## src/rtl/crossbar_test_pkg.sv

```systemverilog
// Shared definitions for the crossbar load-test traffic generators and checkers:
// header field layout, payload line pattern, FSM state encodings, LFSR taps.
package crossbar_test_pkg;

    localparam int unsigned SRC_LSB = 56;
    localparam int unsigned SRC_W   = 8;
    localparam int unsigned DST_LSB = 48;
    localparam int unsigned DST_W   = 8;
    localparam int unsigned SEQ_LSB = 32;
    localparam int unsigned SEQ_W   = 16;
    localparam int unsigned TS_LSB  = 0;
    localparam int unsigned TS_W    = 32;

    localparam logic [1:0] ST_HEADER  = 2'd0;
    localparam logic [1:0] ST_PAYLOAD = 2'd1;
    localparam logic [1:0] ST_DRAIN   = 2'd2;

    // x^8 + x^6 + x^5 + x^4 + 1, expressed as a mask over lfsr[7:0]
    localparam logic [7:0] LFSR_TAPS = 8'hB8;
    localparam logic [7:0] LFSR_SEED = 8'hB8;

    // Payload line k of a packet: header identity fields followed by the line index
    function automatic logic [63:0] payload_line(input logic [7:0] src, input logic [7:0] dst,
                                                 input logic [15:0] seq, input logic [31:0] k);
        return {src, dst, seq, k};
    endfunction

    function automatic logic [15:0] sat_inc16(input logic [15:0] v);
        return (v == 16'hFFFF) ? v : v + 16'd1;
    endfunction

endpackage

```

## src/rtl/axis_ready_throttle.sv

```systemverilog
// Pseudo-random sink back-pressure: an 8-bit LFSR compared against a threshold.
module axis_ready_throttle
    import crossbar_test_pkg::*;
(
    input  logic       clk,
    input  logic       rst_n,
    input  logic [7:0] thresh,
    output logic       ready
);

    logic [7:0] lfsr;
    logic       feedback;

    assign feedback = ^(lfsr & LFSR_TAPS);

    // Advance the LFSR every cycle and register the ready decision
    always_ff @(posedge clk or negedge rst_n) begin
        if (!rst_n) begin
            lfsr  <= LFSR_SEED;
            ready <= 1'b0;
        end else begin
            lfsr  <= {lfsr[6:0], feedback};
            ready <= (thresh == 8'hFF) || (lfsr < thresh);
        end
    end

endmodule

```

## config.mk

```make
export PLATFORM = sky130hd
export DESIGN_NAME = axis_ready_throttle
export DESIGN_NICKNAME = d
export VERILOG_FILES = /design/src/rtl/crossbar_test_pkg.sv /design/src/rtl/axis_ready_throttle.sv
export SDC_FILE = /design/constraint.sdc
export NUM_CORES = 1
export LEC_CHECK = 0
export ABC_AREA = 1
export BUFFER_PORTS_ARGS = -buffer_cell sky130_fd_sc_hd__buf_2
export CORE_AREA = 8 8 45 47
export DETAILED_ROUTE_END_ITERATION = 7
export DIE_AREA = 0 0 53 55
export PLACE_DENSITY_LB_ADDON = 0.08
export SLEW_MARGIN = 10
export SYNTH_ARGS = -nofsm -noshare
export SYNTH_HDL_FRONTEND = slang
export SYNTH_SLANG_ARGS = --single-unit
```

## constraint.sdc

```tcl
create_clock -name clk -period 1.5 [get_ports clk]
set_input_delay 0.075 -clock clk [delete_from_list [all_inputs] [get_ports clk]]
set_output_delay 0.075 -clock clk [all_outputs]
set_load 0.005 [all_outputs]
```

# == After elaboration in Yosys (flattened, before gate mapping) ==
# Index checks and enable logic that the tools add are counted.
# word_totals
register_bits,9
inputBits,10
output_inout_bits,1
elab_cells,6
# classes
order_cmp,1
n_eq_ne,1
reduce_logical,2
# ops
cell,count
8-bit equality test (second input constant),1
8-bit less-than comparator,1
8-bit parity,1
1-bit logical OR,1

# == Depth between registers and ports, before layout ==
# Gate-level depths: netlist (run 1).
# logic_depth
depth_word,2
mapped_depth,9
ltp_nobuf,9

# == Least setup slack after synthesis (run 1) ==
# OpenSTA, ideal clock, no wires.
# synth_timing
kind,register to register
start,reg lfsr[5]
end,reg ready
t_arrival_ns,1.156
required_time_ns,1.435
path_slack_ns,0.279
path_stages_with_launch,7
path_cell_list,dfstp_2 -> ha_1 -> a21oi_1 -> nor2_1 -> nor3_1 -> nand2_1 -> nand2_1
# synth_via
elab_chain_cells,2
# synth_lines
item,line_no,rtl
from (decl),axis_ready_throttle.sv:11,logic [7:0] lfsr;
from (signal assigned),axis_ready_throttle.sv:22,"lfsr <= {lfsr[6:0], feedback};"
8-bit less-than comparator,axis_ready_throttle.sv:23,ready <= (thresh == 8'hFF) || (lfsr < thresh);
1-bit logical OR,axis_ready_throttle.sv:23,
to (signal assigned),axis_ready_throttle.sv:23,
to (decl),axis_ready_throttle.sv:8,output logic ready
# Every way passes these cells.

# == Worst setup path after layout (run 1) ==
# Same ends and word-level chain as after synthesis.

==> impl_metrics.json, run 1 <==
{
  "htree_levels": 1,
  "fin_tns_setup_ns": 0,
  "yosys_warnings": 0,
  "finalNonFillerCells": 82,
  "track_usage_pct": 7.48,
  "crit_buf_inv": 0,
  "n_antenna_cell": 0,
  "slew_violations": 0,
  "die_area_mm2": 0.00292,
  "crit_chain": "ha_1 -> a21oi_1 -> nor2_1 -> nor3_1 -> nand2_1 -> nand2_1",
  "die_w_um": 53,
  "setup_violations": 0,
  "dp_cells": 77,
  "synthesis.area_um2": 478,
  "status": "finished clean",
  "clk_latency_ns": 0.26,
  "clkSinkCount": 9,
  "fin_crit_sh_pct": 85.9,
  "io_buffers": 10,
  "cp_common_cell": "nand2_1",
  "core_mm2": 0.00138,
  "end_kind": "register",
  "ys_types": 11,
  "cts_tree": "built",
  "synth_cells": 51,
  "rows": 14,
  "cp.arrival_ns": 1.49,
  "grt_pass1_wl_mm": 1.57,
  "synth_area_leader_cell": "dfrtp_1",
  "synth_common_cells": "nand2_1 (14), inv_1 (11), ha_1 (7), dfrtp_1 (5), dfstp_2 (4)",
  "critPathSlowestCell": "dfstp_2",
  "crit_path_max_incr_delay_ns": 0.55,
  "tightest_slew_ns": 0.207,
  "skew_ns": 0.0111,
  "holdWs_ns": 0.150,
  "drc_errors": 0,
  "nets": 84,
  "slew_headroom_pct": 86.1,
  "synth_seq_cells": 9,
  "synth-edff-count": 0,
  "ir_drop_uv": 315,
  "start_kind": "register",
  "drt_iter0_drc": 10,
  "path_clk_slew_ns": 0.07,
  "routabilityCongestion": 0.719,
  "synthesis.nets": 68,
  "crit_required_ns": 1.70,
  "hold_class": "in2reg",
  "grt_pass1_vias": 367,
  "synth_ff_type": "dfrtp_1",
  "fin_area_um2": 584,
  "crit_type": "reg2reg",
  "grt_max_degree": 10,
  "placedInstanceArea_um2": 548,
  "post-cts-setup-buffers": 0,
  "dr.pass1.iters": 4,
  "synth-async-reset-ratio_pct": 100,
  "cellPowerDensity_mw_per_mm2": 801,
  "dp_hpwl_um": 692,
  "yosysTopAreaCellShare_pct": 26.2,
  "cts_made_buffers": 3,
  "drt-total-wl_um": 872,
  "grt_antenna_before_repair": 0,
  "route.vias.total": 360,
  "rsz0062_at_grt": "no",
  "synth.most_common_cell": "nand2_1",
  "root_buffer": "clkbuf_4",
  "synthTopCellsByArea": "dfrtp_1 (26%), dfstp_2 (22%), ha_1 (18%)",
  "crit_family": "flip-flops",
  "fmax_mhz": 776,
  "yosysSeqAreaShare_pct": 48.2,
  "drv_cap": 0,
  "fin_crit_ns": 1.29,
  "crit_fanout": 3,
  "start_util_pct": 34.5,
  "hold_violations": 0,
  "avgViaCountPerCell": 4.39,
  "ant_nets": 0,
  "overflow": 0,
  "wl_per_cell_um": 10.6,
  "syn_to_final_growth_pct": 22.3,
  "drive_gt1_share_pct": 27.3,
  "pin_count": 11,
  "p_leak_nw": 0.338,
  "syn_area_per_cell_um2": 9.37,
  "ctsLongestPathBuffers": 2,
  "die_height_um": 55
}
==> where the power goes <==
part           total [mW]  internal (mW)  leakage, nW  switching (mW)
registers           0.243          0.243        0.106       0.0000168
clock network       0.185          0.102       0.0150          0.0831
logic              0.0394         0.0178        0.218          0.0217
total               0.468          0.363        0.338           0.105
==> layout make-up <==
type                            instances  area, um^2
Inverter                               11        41.3
Timing Repair Buffer                   11        60.1
Multi-Input combinational cell         31         206
Clock buffer                            4        26.3
Tap cell                               16        20.0
Fill cell                             147         800
Sequential cell                         9         230
==> sequential cells by signal, summed over array words and instances, names as in the netlist <==
signal / flops
lfsr: 8
ready: 1
==> metrics by stage <==
step	power, mW	worst slack (ns)	utilization (%)
after detailed placement	0.286	0.217	39.6
after floorplan	0.266	0.279	-
after CTS	0.480	0.198	42.2
final	0.468	0.211	42.2
after global placement	0.286	0.217	39.6
after global routing	0.503	0.0963	42.2
==> cells in the final DEF, fill, tap and decap left out, drive strengths merged <==
cell and count:
xor2 1, dlygate4sd3 1, nor2 2, nand2 14, a21oi 2, buf 10, dfrtp 5, inv 11
clkbuf 4, dfstp 4, xnor2 2, ha 7, nor4 1, nor3 2
==> cells by family after synthesis <==
group                    after synthesis  share of synthesized area, %
flip-flops                             9                          48.2
AO/OA/AOI/OAI                          2                          2.09
adder cells (fa/ha/maj)                7                          18.3
AND/OR/NAND/NOR                       19                          17.3
XOR/XNOR                               3                          5.50
buffers and inverters                 11                          8.64
==> worst paths after layout <==
| check | from | end | slack [ns] | cells past startpoint |
|---|---|---|---|---|
| setup / recovery | lfsr[5]$_DFF_PN1_ | ready$_DFF_PN0_ | 0.21 | 6 |
| hold / removal | thresh[7] | ready$_DFF_PN0_ | 0.15 | 5 |
| setup reg to reg | lfsr[5]$_DFF_PN1_ | ready$_DFF_PN0_ | 0.21 | 6 |
| hold reg to reg | lfsr[4]$_DFF_PN1_ | lfsr[5]$_DFF_PN1_ | 0.37 | 0 |
| max in group asynchronous | rst_n | lfsr[4]$_DFF_PN1_ | 1.04 | 2 |
| min in group asynchronous | rst_n | ready$_DFF_PN0_ | 0.19 | 2 |
==> per-layer routing <==
metal	routed length [um]	track usage, %
met5	0	0
met4	0	2.59
met3	75	4.81
met2	411	12.1
met1	386	7.75
==> repair_timing <==
item                      in CTS  in global routing
hold endpoints to repair       9                  0
hold buffers                   1                  0
resized for setup              0                  0
==> worst register-to-register path: stages (launching register included) <==
cell	delay, ns
dfstp_2	0.55
ha_1	0.24
a21oi_1	0.15
nor2_1	0.05
nor3_1	0.12
nand2_1	0.07
nand2_1	0.05
No activity file was read; power rests on OpenSTA's default activity.
==> inputs of run 2 (changes only) <==
- CORE_AREA: 8 8 45 47 -> 2 2 39 41
- DIE_AREA: 0 0 53 55 -> 0 0 41 43
==> run 2 against run 1 <==
Compared with the run above:
- worst hold slack got worse by 0.013 ns
- clock skew is 0.0060 ns lower
- via count down 5.3%
- wire length shrank 8.3%
- worst setup slack lost 0.0048 ns
- register-to-register slack about the same
- die area shrank 40%
- maximum frequency decreased by 0.37%
- highest routed layer is now met4
==> impl_metrics.json, run 2 (synthesis results as in run 1) <==
{
  "post-route-util_pct": 42.2,
  "crit_type": "reg2reg",
  "grt_max_degree": 10,
  "hold_class": "in2reg",
  "core_mm2": 0.00138,
  "drt_iter0_drc": 3,
  "crit_required_ns": 1.71,
  "dr.pass1.iters": 4,
  "post-cts-setup-buffers": 0,
  "finalNonFillerCells": 82,
  "regToRegSetupSlack_ns": 0.21,
  "slew_headroom_pct": 86.0,
  "fin_area_um2": 584,
  "grt_pass1_wl_mm": 1.36,
  "cp_common_cell": "nand2_1",
  "rsz0062_at_grt": "no",
  "critPathSlowestCell": "dfstp_2",
  "setup_violations": 0,
  "ant_nets": 0,
  "p_leak_nw": 0.338,
  "slew_violations": 0,
  "status": "finished clean",
  "die_height_um": 43,
  "largest_reg_flops": 8,
  "htree_levels": 1,
  "fin_crit_ns": 1.29,
  "route.vias.total": 341,
  "fin_tns_setup_ns": 0,
  "pin_count": 11,
  "rows": 14,
  "hold_violations": 0,
  "drc_errors": 0,
  "fin_crit_sh_pct": 86.3,
  "root_buffer": "clkbuf_4",
  "drt-total-wl_um": 800,
  "ctsLongestPathBuffers": 2,
  "dp_cells": 77,
  "routabilityCongestion": 0.699,
  "ir_drop_uv": 414,
  "cts_made_buffers": 3,
  "placedInstanceArea_um2": 548,
  "drive_gt1_share_pct": 27.3,
  "cts_tree": "built",
  "end_kind": "register",
  "cts_hold_buffers": 1,
  "top_register": "lfsr",
  "skew_ns": 0.00516,
  "avgViaCountPerCell": 4.16,
  "overflow": 0,
  "cellPowerDensity_mw_per_mm2": 808,
  "crit_chain": "ha_1 -> a21oi_1 -> nor2_1 -> nor3_1 -> nand2_1 -> nand2_1",
  "cts_resized": 0,
  "track_usage_pct": 13.2,
  "crit_path_max_incr_delay_ns": 0.55,
  "cp.arrival_ns": 1.50,
  "grt_antenna_before_repair": 0,
  "nFillCells": 149,
  "dp_hpwl_um": 623,
  "tightest_slew_ns": 0.209,
  "wl_per_cell_um": 9.76,
  "clk_latency_ns": 0.26,
  "drv_cap": 0,
  "grt_pass1_vias": 321,
  "start_util_pct": 34.5,
  "io_buffers": 10,
  "n_antenna_cell": 0,
  "final_cell_mix": "nand2_1 (14), inv_1 (11), buf_2 (10)",
  "largestRegisters": "lfsr x8, ready x1",
  "crit_fanout": 3,
  "fmax_mhz": 773,
  "path_clk_slew_ns": 0.06,
  "die_w_um": 41,
  "die_area_mm2": 0.00176,
  "nets": 84,
  "final_common_cell": "nand2_1",
  "start_kind": "register",
  "syn_to_final_growth_pct": 22.3,
  "power_mw": 0.472,
  "clkSinkCount": 9
}
==> run 2: worst max-delay path, delay by kind of cell, from the launching register on <==
kind | cells | cell delay [ns]
fa+ha+maj | 1 | 0.24
compound gates | 1 | 0.15
flops | 1 | 0.55
simple gates | 4 | 0.30
==> run 2: worst paths after layout <==
| kind | startpoint | endpoint | cells past startpoint |
|---|---|---|---|
| max | lfsr[5]$_DFF_PN1_ | ready$_DFF_PN0_ | 6 |
| min | thresh[7] | ready$_DFF_PN0_ | 5 |
| max reg2reg | lfsr[5]$_DFF_PN1_ | ready$_DFF_PN0_ | 6 |
| min reg2reg | lfsr[0]$_DFF_PN0_ | lfsr[1]$_DFF_PN0_ | 0 |
| max in group asynchronous | rst_n | lfsr[7]$_DFF_PN1_ | 2 |
| min in group asynchronous | rst_n | ready$_DFF_PN0_ | 2 |
==> run 2: final cells by class <==
cell class	count	area [um^2]	area share, %
Clock buffer	4	26.3	4.50
Timing Repair Buffer	11	60.1	10.3
Inverter	11	41.3	7.07
Tap cell	16	20.0	3.43
Multi-Input combinational cell	31	206	35.3
Sequential cell	9	230	39.4
==> run 2: metal layers <==
| layer | global-route usage, % | share of wire, % |
|---|---|---|
| met1 | 14.2 | 46 |
| met2 | 17.8 | 44 |
| met3 | 7.85 | 6.6 |
| met4 | 10.0 | 3.3 |
| met5 | 0 | 0 |
==> run 2: power by group <==
part           switching [mW]  internal, mW
clock network          0.0870         0.103
logic                  0.0216        0.0176
registers           0.0000165         0.243
==> run 2: stage by stage <==
step	setup WS, ns	hold slack, ns
final	0.206	0.137
after global routing	0.125	0.154
after CTS	0.192	0.130
after detailed placement	0.205	-0.0617
after global placement	0.210	-0.0586
after floorplan	0.279	-0.221
==> inputs of run 3 (changes only) <==
- MAX_ROUTING_LAYER: not set -> met4
==> run 3 against run 2 <==
Compared with the run above:
- maximum frequency about the same
- highest routed layer unchanged
- critical endpoint unchanged
- critical path depth unchanged
- worst hold slack worse by 0.0032 ns
- final area is the same
- power is 0.11% lower
- count of clock-buffer cells in the layout unchanged
- largest cell class unchanged
==> impl_metrics.json, run 3 (synthesis results as in run 1) <==
{
  "clk_latency_ns": 0.26,
  "drc_errors": 0,
  "io_buffers": 10,
  "route.vias.total": 344,
  "status": "finished clean",
  "hold_class": "in2reg",
  "path_clk_slew_ns": 0.06,
  "dp_hpwl_um": 623,
  "fin_area_um2": 584,
  "power_mw": 0.472,
  "start_util_pct": 34.5,
  "drv_cap": 0,
  "cts_tree": "built",
  "post-cts-setup-buffers": 0,
  "slew_violations": 0,
  "cts_made_buffers": 3,
  "fmax_mhz": 773,
  "drive_gt1_share_pct": 27.3,
  "finalNonFillerCells": 82,
  "rows": 14,
  "fin_crit_ns": 1.29,
  "cellPowerDensity_mw_per_mm2": 807,
  "dr.pass1.iters": 2,
  "track_usage_pct": 13.2,
  "crit_required_ns": 1.71,
  "routabilityCongestion": 0.707,
  "rsz0062_at_grt": "no",
  "placedInstanceArea_um2": 548,
  "ir_drop_uv": 414,
  "crit_type": "reg2reg",
  "rr_worst_depth": 6,
  "slew_headroom_pct": 86.6,
  "pwr-share-seq_pct": 51.6,
  "p_leak_nw": 0.338,
  "clkSinkCount": 9,
  "die_w_um": 41,
  "tightest_slew_ns": 0.199,
  "drt-total-wl_um": 796,
  "sw_frac_of_total_pct": 22.9,
  "cp.arrival_ns": 1.50,
  "grt_max_degree": 10,
  "pin_count": 11,
  "final_cell_mix": "nand2_1 (14), inv_1 (11), buf_2 (10)",
  "end_kind": "register",
  "intPower_mw": 0.364,
  "start_kind": "register",
  "root_buffer": "clkbuf_4",
  "drt_iter0_drc": 1,
  "avgViaCountPerCell": 4.20,
  "p_sw_mw": 0.108,
  "ant_nets": 0,
  "dp_cells": 77,
  "final_common_cell": "nand2_1",
  "htree_levels": 1,
  "grt_antenna_before_repair": 0,
  "grt_pass1_vias": 323,
  "n_antenna_cell": 0,
  "nets": 84,
  "reg2reg_from": "lfsr[5]$_DFF_PN1_",
  "grt_pass1_wl_mm": 1.35,
  "skew_ns": 0.00579,
  "overflow": 0,
  "setup_violations": 0,
  "largest_reg_flops": 8,
  "regToRegSetupSlack_ns": 0.21,
  "wl_per_cell_um": 9.71,
  "reg2reg_to": "ready$_DFF_PN0_",
  "fin_crit_sh_pct": 86.2,
  "hold_violations": 0,
  "fin_tns_setup_ns": 0,
  "core_mm2": 0.00138,
  "syn_to_final_growth_pct": 22.3,
  "hold_path_end": "ready$_DFF_PN0_",
  "ctsLongestPathBuffers": 2,
  "largestRegisters": "lfsr x8, ready x1",
  "hold_start": "thresh[7]",
  "hold_depth": 5,
  "die_area_mm2": 0.00176,
  "p_comb_share_pct": 8.3,
  "crit_fanout": 3,
  "die_height_um": 43,
  "top_register": "lfsr",
  "clock_power_share_pct": 40.1
}
run 3: timing repair:
action / 4_1_cts / 5_1_grt
hold buffers: 1 / 0
endpoints found under the hold margin: 9 / 0
resized for setup: 0 / 0
run 3: final cells by class:
cell class,count,area [um^2]
multi-input combinational,31,206
tap,16,20.0
fill,149,800
sequential,9,230
inverter,11,41.3
timing repair buffer,11,60.1
clock buffer,4,26.3
run 3: per-stage QoR:
stage	util, %	hold slack [ns]	setup WS [ns]
2_1_floorplan	-	-0.221	0.279
3_3_place_gp	39.6	-0.0586	0.210
3_5_place_dp	39.6	-0.0617	0.205
4_1_cts	42.2	0.130	0.192
5_1_grt	42.2	0.159	0.125
6_report	42.2	0.134	0.207
run 3: power by group through the flow:
stage               Clock, mW  Sequential (mW)  Combinational (mW)
floorplan                   0            0.248              0.0182
global placement            0            0.247              0.0382
detailed placement          0            0.247              0.0382
CTS                     0.202            0.243              0.0404
global route            0.221            0.243              0.0467
finish                  0.189            0.243              0.0392
run 3: worst max-delay path, stage by stage (launching register included):
cell and delay [ns]:
dfstp_2 0.55, ha_1 0.24, a21oi_1 0.15, nor2_1 0.05
nor3_1 0.12, nand2_1 0.08, nand2_1 0.05
run 3: worst max-delay path by stage:
stage	startpoint	endpoint	slack, ns	cells past startpoint
2_1_floorplan	lfsr[5]$_DFF_PN1_	ready$_DFF_PN0_	0.28	6
3_3_place_gp	lfsr[5]$_DFF_PN1_	ready$_DFF_PN0_	0.21	6
3_5_place_dp	lfsr[5]$_DFF_PN1_	ready$_DFF_PN0_	0.21	6
4_1_cts	lfsr[5]$_DFF_PN1_	ready$_DFF_PN0_	0.19	6
5_1_grt	lfsr[5]$_DFF_PN1_	ready$_DFF_PN0_	0.12	6
6_report	lfsr[5]$_DFF_PN1_	ready$_DFF_PN0_	0.21	6
run 3: metal layers:
metal,routed length (um),vias to the layer above,GRT usage [%]
li1,-,184,-
met1,368,145,14.2
met2,347,10,17.8
met3,51,5,6.28
met4,29,0,10.0
met5,0,-,-
